## config.mk

```make
export PLATFORM = sky130hd
export DESIGN_NAME = uart_tx
export DESIGN_NICKNAME = d
export VERILOG_FILES = /design/src/rtl/uart_tx.sv
export SDC_FILE = /design/constraint.sdc
export NUM_CORES = 1
export LEC_CHECK = 0
export ABC_CLOCK_PERIOD_IN_PS = 2600
export BUFFER_PORTS_ARGS = -buffer_cell sky130_fd_sc_hd__buf_2
export CORE_MARGIN = 2
export CORE_UTILIZATION = 45
export CTS_CLUSTER_DIAMETER = 120
export CTS_CLUSTER_SIZE = 16
export DETAILED_ROUTE_END_ITERATION = 8
export SYNTH_ARGS = -nofsm -noshare
export SYNTH_HDL_FRONTEND = slang
export SYNTH_SLANG_ARGS = --single-unit
```

## constraint.sdc

```tcl
create_clock -name clk -period 2.6 [get_ports clk]
set_clock_uncertainty 0.2 [all_clocks]
set_input_delay 0.39 -clock clk [delete_from_list [all_inputs] [get_ports clk]]
set_output_delay 0.39 -clock clk [all_outputs]
set_load 0.05 [all_outputs]
```

## src/rtl/uart_tx.sv

```systemverilog
// UART transmitter: serializes DATA_BITS LSB-first with start, optional parity and 1/2 stop bits.
// Accepts a byte on tx_valid&&tx_ready in IDLE only; each bit lasts baud_div+1 cycles; tx is a flop.
module uart_tx #(
  parameter int DATA_BITS = 8,
  parameter int DIV_WIDTH = 16
) (
  input  logic                 clk,
  input  logic                 rst_n,
  input  logic [DIV_WIDTH-1:0] baud_div,
  input  logic                 parity_en,
  input  logic                 parity_odd,
  input  logic                 two_stop,
  input  logic [DATA_BITS-1:0] tx_data,
  input  logic                 tx_valid,
  output logic                 tx_ready,
  output logic                 tx,
  output logic                 tx_busy,
  output logic                 tx_done
);

  typedef enum logic [2:0] {IDLE, START, DATA, PARITY, STOP} state_t;

  localparam logic [2:0] LAST_BIT = 3'(DATA_BITS - 1);

  state_t                 state;
  logic [DATA_BITS-1:0]   shreg;
  logic [DIV_WIDTH-1:0]   div_q;
  logic [DIV_WIDTH-1:0]   baud_cnt;
  logic [2:0]             bit_idx;
  logic                   par_en_q;
  logic                   par_bit_q;
  logic                   two_stop_q;
  logic                   bit_end;

  assign bit_end = (baud_cnt == div_q);

  always_ff @(posedge clk or negedge rst_n) begin
    if (!rst_n) begin
      state      <= IDLE;
      shreg      <= '0;
      div_q      <= '0;
      baud_cnt   <= '0;
      bit_idx    <= '0;
      par_en_q   <= 1'b0;
      par_bit_q  <= 1'b0;
      two_stop_q <= 1'b0;
      tx         <= 1'b1;
      tx_ready   <= 1'b1;
      tx_busy    <= 1'b0;
      tx_done    <= 1'b0;
    end else begin
      tx_done <= 1'b0;
      if (state == IDLE) begin
        tx <= 1'b1;
        if (tx_valid && tx_ready) begin
          // Parity is computed up front so the data register can simply shift.
          shreg      <= tx_data;
          div_q      <= baud_div;
          par_en_q   <= parity_en;
          par_bit_q  <= (^tx_data) ^ parity_odd;
          two_stop_q <= two_stop;
          baud_cnt   <= '0;
          bit_idx    <= '0;
          state      <= START;
          tx         <= 1'b0;
          tx_ready   <= 1'b0;
          tx_busy    <= 1'b1;
        end
      end else if (!bit_end) begin
        baud_cnt <= baud_cnt + 1'b1;
      end else begin
        baud_cnt <= '0;
        case (state)
          START: begin
            state   <= DATA;
            tx      <= shreg[0];
            bit_idx <= '0;
          end
          DATA: begin
            if (bit_idx == LAST_BIT) begin
              bit_idx <= '0;
              if (par_en_q) begin
                state <= PARITY;
                tx    <= par_bit_q;
              end else begin
                state <= STOP;
                tx    <= 1'b1;
              end
            end else begin
              bit_idx <= bit_idx + 1'b1;
              tx      <= shreg[1];
              shreg   <= shreg >> 1;
            end
          end
          PARITY: begin
            state   <= STOP;
            tx      <= 1'b1;
            bit_idx <= '0;
          end
          STOP: begin
            if (two_stop_q && bit_idx == 3'd0) begin
              bit_idx <= 3'd1;
            end else begin
              state    <= IDLE;
              bit_idx  <= '0;
              tx_ready <= 1'b1;
              tx_busy  <= 1'b0;
              tx_done  <= 1'b1;
            end
          end
          default: begin
            state <= IDLE;
            tx    <= 1'b1;
          end
        endcase
      end
    end
  end

  a_data_bits: assert property (@(posedge clk) (DATA_BITS >= 5) && (DATA_BITS <= 8));
  a_done_idle: assert property (@(posedge clk) disable iff (!rst_n) !(tx_done && tx_busy));
  a_idle_high: assert property (@(posedge clk) disable iff (!rst_n) (state == IDLE) |-> tx);

endmodule

```

==> results.md, run 1 <==
- Status: complete, but fails checks
- Failing checks: hold timing
- CTS tree: done
- P&R area growth vs syn: 13.2%
- Register area share after synthesis: 0.433
- Reg2Reg Depth: 6
- Synth Cell Area: between 3000 and 4000 sq um
- Row cnt: 30
- Placed cell areas: 3370 sq um
- Largest net degree at the start of global routing: between 50 and 60
- Global-route wire length before repair: 11,700 um
- Period minus WS final: 2390 ps
- Top FF cell, synth: dfrtp_1
- Post-route setup TNS: 0 ps
- #FFs+latches synth: 53
- Per-cell routed wire length: 16.1 um
- Sw Share: 0.224
- Startpoint Class: register
- Number of global-route vias before repair: 2,316
- DRC violations left: 0
- EDFF count, synth: 0
- Max IR drop VDD: 0.248 mV
- ANT nets after route: 0
- Util after Layout: 0.519
- Yosys warns: 0
- Max stage delay on crit path: 470 ps
- Skew-Pair Late Insertion Delay: 310 ps
- Hold WC Path Type: input pin to async pin
- Via count: about 2,500
- Worst-path clk slew: approximately 100 ps
- Crit. path cell count: 6
- Max-cap viol count: 0
- Initial core utilization: 0.459
- Mapped Avg Cell Area: 9.67 sq um
- Net Count, Synth: 351
- Global Route Usage Sum: 0.198
- Num Clock Sinks: 53
- Worst setup margin: 213 ps
- CP required: approximately 2600 ps
- I/O pin count: 34
- Mean number of vias per cell: 5.81
- Gr ovfl total: 0
- Fin area: 3470 sq um
- Top Family by Delay on Critical Path: simple AND/OR/NAND/NOR gates
- Fin. max-slew vios: 0
- Switching pwr: 0.316 mW
- First-pass DRT Iterations: 5
- Die Y: between 80 and 90 um
- Hold buffer count at cts: 0
- CP Max Fanout: 22
- WP buf/inv: 1
- Initial antenna violation count: 0
- Core Area: 6680 sq um
- Sequential power share: 0.584
- Ant. Diodes: 0
- Placed Cells: 425
- Leakage power: 1.59 nW
- Drt first-iter violations: about 110
- Overall Power: 1.41 mW
- Non-filler cells, final: 433
- Area contributors post-synth: dfrtp_1 42%, mux2_2 7.0%, xor2_1 4.9%
- CP arrival: approximately 2400 ps
- Critical path cell sequence: xor2_1 > nor4_1 > nand4_2 > buf_4 > a211oi_2 > o32ai_2
- HPWL Detailed: 4840 um
- Cells after synthesis: 317
- Root Buffer: clkbuf_8
- Clock share of power: 0.370
- PortBufs: 33
- Fmax: 0.419 GHz
- Slew HR: 0.541
- Worst-case clock buffer depth: 2
- H-tree levels: 2
- Synth area leader: dfrtp_1
- Routed WL: 6990 um
- Crit Path Class: register to register
- Worst Max-Slew Pin Slew: between 600 and 700 ps
- Final nets: 386
- Final worst-path cycle share: 0.918
- Synth top area share: 0.416
- Count of final setup violators: 0
- TritonCTS buffer count: 5
- Distinct cells, synth: 51
- GP Congestion: roughly 0.87
- Die Width: 86.5 um
- Cts repair resizes: 0
- Pwr dens: between 400 and 500 nW/um^2
- Setup Buffers After CTS: 0
- Slowest stage cell, crit path: nor4_1
- CP Capture Type: register
- Combinational share of power: 0.046
- Place WS: 246 ps
- Post-synthesis async set-or-reset flop share: 1.00
- Die area: 7490 sq um
- Final Hold Fails: 7
- Unrepaired setup endpoints after global routing: false
- Cell Int Power: 1.10 mW
- Share of cells above drive strength 1: 0.249
- Hold slack: -9.66 ps
synth_stat cells, types with 2 or more instances:
cell,count
nand2_1,31
o211ai_1,3
a22oi_1,7
buf_2,6
o22ai_1,2
clkbuf_1,12
nand3b_1,5
nor2_1,15
o211a_1,2
xor2_1,17
dfstp_2,2
ha_1,4
or3_1,8
nand4_1,3
a21oi_1,13
dfrtp_1,51
a31oi_1,7
nor4_1,6
a22o_1,5
nand3_1,21
buf_6,3
o21ai_0,12
o21a_1,5
and2_1,7
mux2i_1,2
inv_1,10
nor3_1,5
nor4_2,2
xnor2_1,7
mux2_2,19
nand2b_1,3
a31o_2,3
cell families (layout without fill, tap and decap cells):
kind of cell,Yosys count,count (layout),synth area share
xor+xnor,24,24,0.0686
flops,53,53,0.433
compound gates,71,71,0.162
simple gates,113,113,0.196
fa+ha+maj,4,4,0.0163
mux,21,21,0.0763
buf+inv,31,67,0.0478
worst register-to-register path: stages (launching register included):
cell and delay [ps]:
dfrtp_1 460, xor2_1 180, nor4_1 470, nand4_2 230, buf_4 270, a211oi_2 320
o32ai_2 140
path summary, 6_finish.rpt:
kind	end	slack [ps]	start
max in group asynchronous	baud_cnt[9]$_DFFE_PN0P_	1750	rst_n
setup reg to reg	bit_idx[1]$_DFFE_PN0P_	210	baud_cnt[2]$_DFFE_PN0P_
hold / removal	state[0]$_DFFE_PN0P_	-10	rst_n
min in group clk	div_q[6]$_DFFE_PN0P_	100	baud_div[6]
hold reg to reg	tx$_DFFE_PN1P_	280	tx$_DFFE_PN1P_
setup / recovery	bit_idx[1]$_DFFE_PN0P_	210	baud_cnt[2]$_DFFE_PN0P_
cell type report:
cell class                      count  area, sq um
Fill cell                         636         3210
Multi-Input combinational cell    233         1590
Sequential cell                    53         1330
Timing Repair Buffer               49          310
Tap cell                           80          100
Clock buffer                        7         96.3
Inverter                           10         37.5
Clock inverter                      1         5.00
layer usage:
| metal | share of wire | vias to the layer above | GRT usage |
|---|---|---|---|
| met5 | 0 | - | 0 |
| met1 | 0.45 | 1230 | 0.280 |
| met4 | 0.013 | 0 | 0.0497 |
| met2 | 0.49 | 69 | 0.321 |
| met3 | 0.044 | 7 | 0.0314 |
| li1 | - | 1210 | - |
power groups by stage:
stage               clock (mW)  combinational [mW]  sequential, mW
finish                   0.523              0.0652           0.824
global route             0.564              0.0741           0.824
CTS                      0.534              0.0678           0.824
detailed placement           0              0.0672           0.840
global placement             0              0.0675           0.840
floorplan                    0              0.0220           0.840
state kept, by name, summed over array words and instances, names as in the netlist:
register / flops
two_stop_q: 1
tx: 1
baud_cnt: 16
tx_busy: 1
state: 3
par_bit_q: 1
bit_idx: 3
tx_done: 1
shreg: 8
tx_ready: 1
par_en_q: 1
div_q: 16
layout by cell type, fill, tap and decap left out, types with 3 or more instances in the layout:
cell       n
a22o_1     5
xnor2_1    7
buf_4     14
clkbuf_8   7
nand2b_1   3
o211ai_1   3
a21oi_1   13
ha_1       4
inv_1     10
xor2_1    17
a22oi_1    7
a31oi_1    7
nand3b_1   5
and2_1     7
nand4_1    3
o21ai_0   12
nor4_1     6
nand2_1   31
nor3_1     5
mux2_2    19
o21a_1     5
or3_1      8
buf_2     33
nor2_1    14
a31o_2     3
nand3_1   21
dfrtp_1   51
Note: power is estimated with default switching activity, not from simulation.
==> inputs of run 2 (changes only) <==
--- a/config.mk
+++ b/config.mk
@@ -7,11 +7,13 @@
 export LEC_CHECK = 0
 export ABC_CLOCK_PERIOD_IN_PS = 2600
 export BUFFER_PORTS_ARGS = -buffer_cell sky130_fd_sc_hd__buf_2
+export CAP_MARGIN = 0
 export CORE_MARGIN = 2
 export CORE_UTILIZATION = 45
 export CTS_CLUSTER_DIAMETER = 120
 export CTS_CLUSTER_SIZE = 16
 export DETAILED_ROUTE_END_ITERATION = 8
+export HOLD_SLACK_MARGIN = 0.08
 export SYNTH_ARGS = -nofsm -noshare
 export SYNTH_HDL_FRONTEND = slang
 export SYNTH_SLANG_ARGS = --single-unit
==> constraint.sdc (replaced) <==
create_clock -name clk -period 2.6 [get_ports clk]
set_clock_uncertainty 0.2 [all_clocks]
set_input_delay 0.39 -clock clk [delete_from_list [all_inputs] [get_ports clk]]
set_output_delay 0.39 -clock clk [all_outputs]
set_load 0.02 [all_outputs]
==> run 2 against run 1 <==
- the run now ends clean
- sequential power hardly changed
- critical path depth did not move
- flip-flop and latch count is the same
- utilization increased by 0.15 points
- worst setup slack got worse by 4.4 ps
- count of clock-buffer cells in the layout unchanged
- worst hold slack gained 120 ps
- sequential share of layout area decreased by 0.11 points
- register-to-register slack about the same
- die area did not move
- critical endpoint unchanged
- largest cell class unchanged
- largest power group unchanged
- highest routed layer unchanged
==> results.md, run 2 (synthesized netlist as in run 1, its figures left out) <==
- Status: finished clean
- Fmax: 0.418 GHz (-0.18%)
- PortBufs: 33 (unchanged)
- Initial antenna violation count: 0 (unchanged)
- GP Congestion: 0.870 (unchanged)
- Row cnt: 30 (unchanged)
- Global Route Usage Sum: 0.198 (unchanged)
- Gr ovfl total: 0 (unchanged)
- Most common cell after layout, fill and taps aside: dfrtp_1
- Worst-path clk slew: 100 ps (about the same)
- Root Buffer: clkbuf_8
- CTS tree: done
- First-pass DRT Iterations: 4 (-1)
- Largest net degree at the start of global routing: 54 (unchanged)
- Global-route wire length before repair: 11,700 um (unchanged)
- Routed WL: 6970 um (-0.23%)
- Crit Path Class: register to register
- Slowest stage cell, crit path: nor4_1
- Die Width: 86.5 um (unchanged)
- Placed cell areas: 3370 sq um (unchanged)
- Hold slack: 105 ps (+115 ps)
- Skew-Pair Late Insertion Delay: 310 ps (about the same)
- WP buf/inv: 1 (unchanged)
- Fin area: 3480 sq um (+0.29%)
- DRC violations left: 0 (unchanged)
- Max IR drop VDD: 0.245 mV (-1.2%)
- Final Hold Fails: 0 (-7)
- Drt first-iter violations: 114 (+4.6%)
- Top Family by Delay on Critical Path: simple AND/OR/NAND/NOR gates
- Die Y: 86.5 um (unchanged)
- CP arrival: 2380 ps (about the same)
- Worst Max-Slew Pin Slew: 697 ps (+9.16 ps)
- H-tree levels: 2 (unchanged)
- Max stage delay on crit path: 470 ps (about the same)
- CP required: 2590 ps (about the same)
- Leakage power: 1.59 nW (+0.26%)
- Initial core utilization: 0.459 (unchanged)
- CP Max Fanout: 22 (unchanged)
- Period minus WS final: 2390 ps (+4.36 ps)
- P&R area growth vs syn: 13.6%
- ANT nets after route: 0 (unchanged)
- Unrepaired setup endpoints after global routing: false
- Worst-case clock buffer depth: 2 (unchanged)
- Final worst-path cycle share: 0.920 (+0.00168)
- FF-to-FF setup slack: 210 ps (about the same)
- Per-cell routed wire length: 16.1 um (-0.46%)
- Largest regs: baud_cnt x16, div_q x16, shreg x8
- Fin. max-slew vios: 0 (unchanged)
- Fill cells: 635 (-0.16%)
- I/O pin count: 34 (unchanged)
- HPWL Detailed: 4840 um (unchanged)
- Die area: 7490 sq um (unchanged)
- TritonCTS buffer count: 5 (unchanged)
- Max-cap viol count: 0 (unchanged)
- Critical path cell sequence: xor2_1 > nor4_1 > nand4_2 > buf_4 > a211oi_2 > o32ai_2
- Core Area: 6680 sq um (unchanged)
- Most frequent cells in the layout: 51 x dfrtp_1, 33 x buf_2, 31 x nand2_1, 21 x nand3_1, 19 x mux2_2
- Number of global-route vias before repair: 2,316 (unchanged)
- CP Capture Type: register
- Mean number of vias per cell: 5.84 (+0.48%)
- Share of cells above drive strength 1: 0.249 (-0.000704)
- Slew HR: 0.535 (-0.00611)
- Ant. Diodes: 0 (unchanged)
- Cts repair resizes: 0 (unchanged)
- Final nets: 387 (+0.26%)
- Count of final setup violators: 0 (unchanged)
- Pwr dens: 405 nW/um^2 (-0.34%)
- Num Clock Sinks: 53 (unchanged)
- Startpoint Class: register
- Hold WC Path Type: input pin to register
- Via count: 2,534 (+0.72%)
- Post-route setup TNS: 0 ps (unchanged)
[run 2: worst register-to-register path, cell delays in order, from the launching register on]
cell and delay (ps):
dfrtp_1 460, xor2_1 180, nor4_1 470, nand4_2 230, buf_4 260, a211oi_2 320
o32ai_2 140
[run 2: through the flow]
stage	cells	total power [mW]	utilization	worst slack, ps
2_1_floorplan	317	0.862	-	581
3_3_place_gp	425	0.907	0.504	300
3_5_place_dp	425	0.907	0.504	246
4_1_cts	434	1.43	0.521	226
5_1_grt	434	1.46	0.521	82.0
6_report	434	1.41	0.521	209
[run 2: cell type report]
cell class,instances,area [sq um],share of cell area
clock buffer,7,96.3,0.0277
clock inverter,1,5.00,0.00144
inverter,10,37.5,0.0108
multi-input combinational,233,1590,0.458
sequential,53,1330,0.382
tap,80,100,0.0288
timing repair buffer,50,320,0.0920
[run 2: worst paths after layout]
path                                    startpoint                 endpoint  cells past startpoint
max                        baud_cnt[2]$_DFFE_PN0P_   bit_idx[1]$_DFFE_PN0P_                      6
min                                    baud_div[6]     div_q[6]$_DFFE_PN0P_                      2
max reg2reg                baud_cnt[2]$_DFFE_PN0P_   bit_idx[1]$_DFFE_PN0P_                      6
min reg2reg                         tx$_DFFE_PN1P_           tx$_DFFE_PN1P_                      2
max in group asynchronous                    rst_n  baud_cnt[9]$_DFFE_PN0P_                      3
min in group asynchronous                    rst_n     state[0]$_DFFE_PN0P_                      3
[run 2: power breakdown]
part           switching, mW  internal, mW
clock                  0.279         0.242
sequential                 0         0.824
combinational         0.0346        0.0318
total                  0.314          1.10
[run 2: repair_timing]
| action | 4_1_cts | 5_1_grt |
|---|---|---|
| endpoints found under the hold margin | 51 | 0 |
| hold buffers | 1 | 0 |
| setup buffers | 0 | 0 |
[run 2: metal layers]
layer | vias to the layer above | track usage | wire [um]
met3 | 6 | 0.0314 | 348
met4 | 0 | 0.0497 | 56
met2 | 72 | 0.321 | 3470
met5 | - | 0 | 0
met1 | 1243 | 0.280 | 3100
li1 | 1213 | - | -
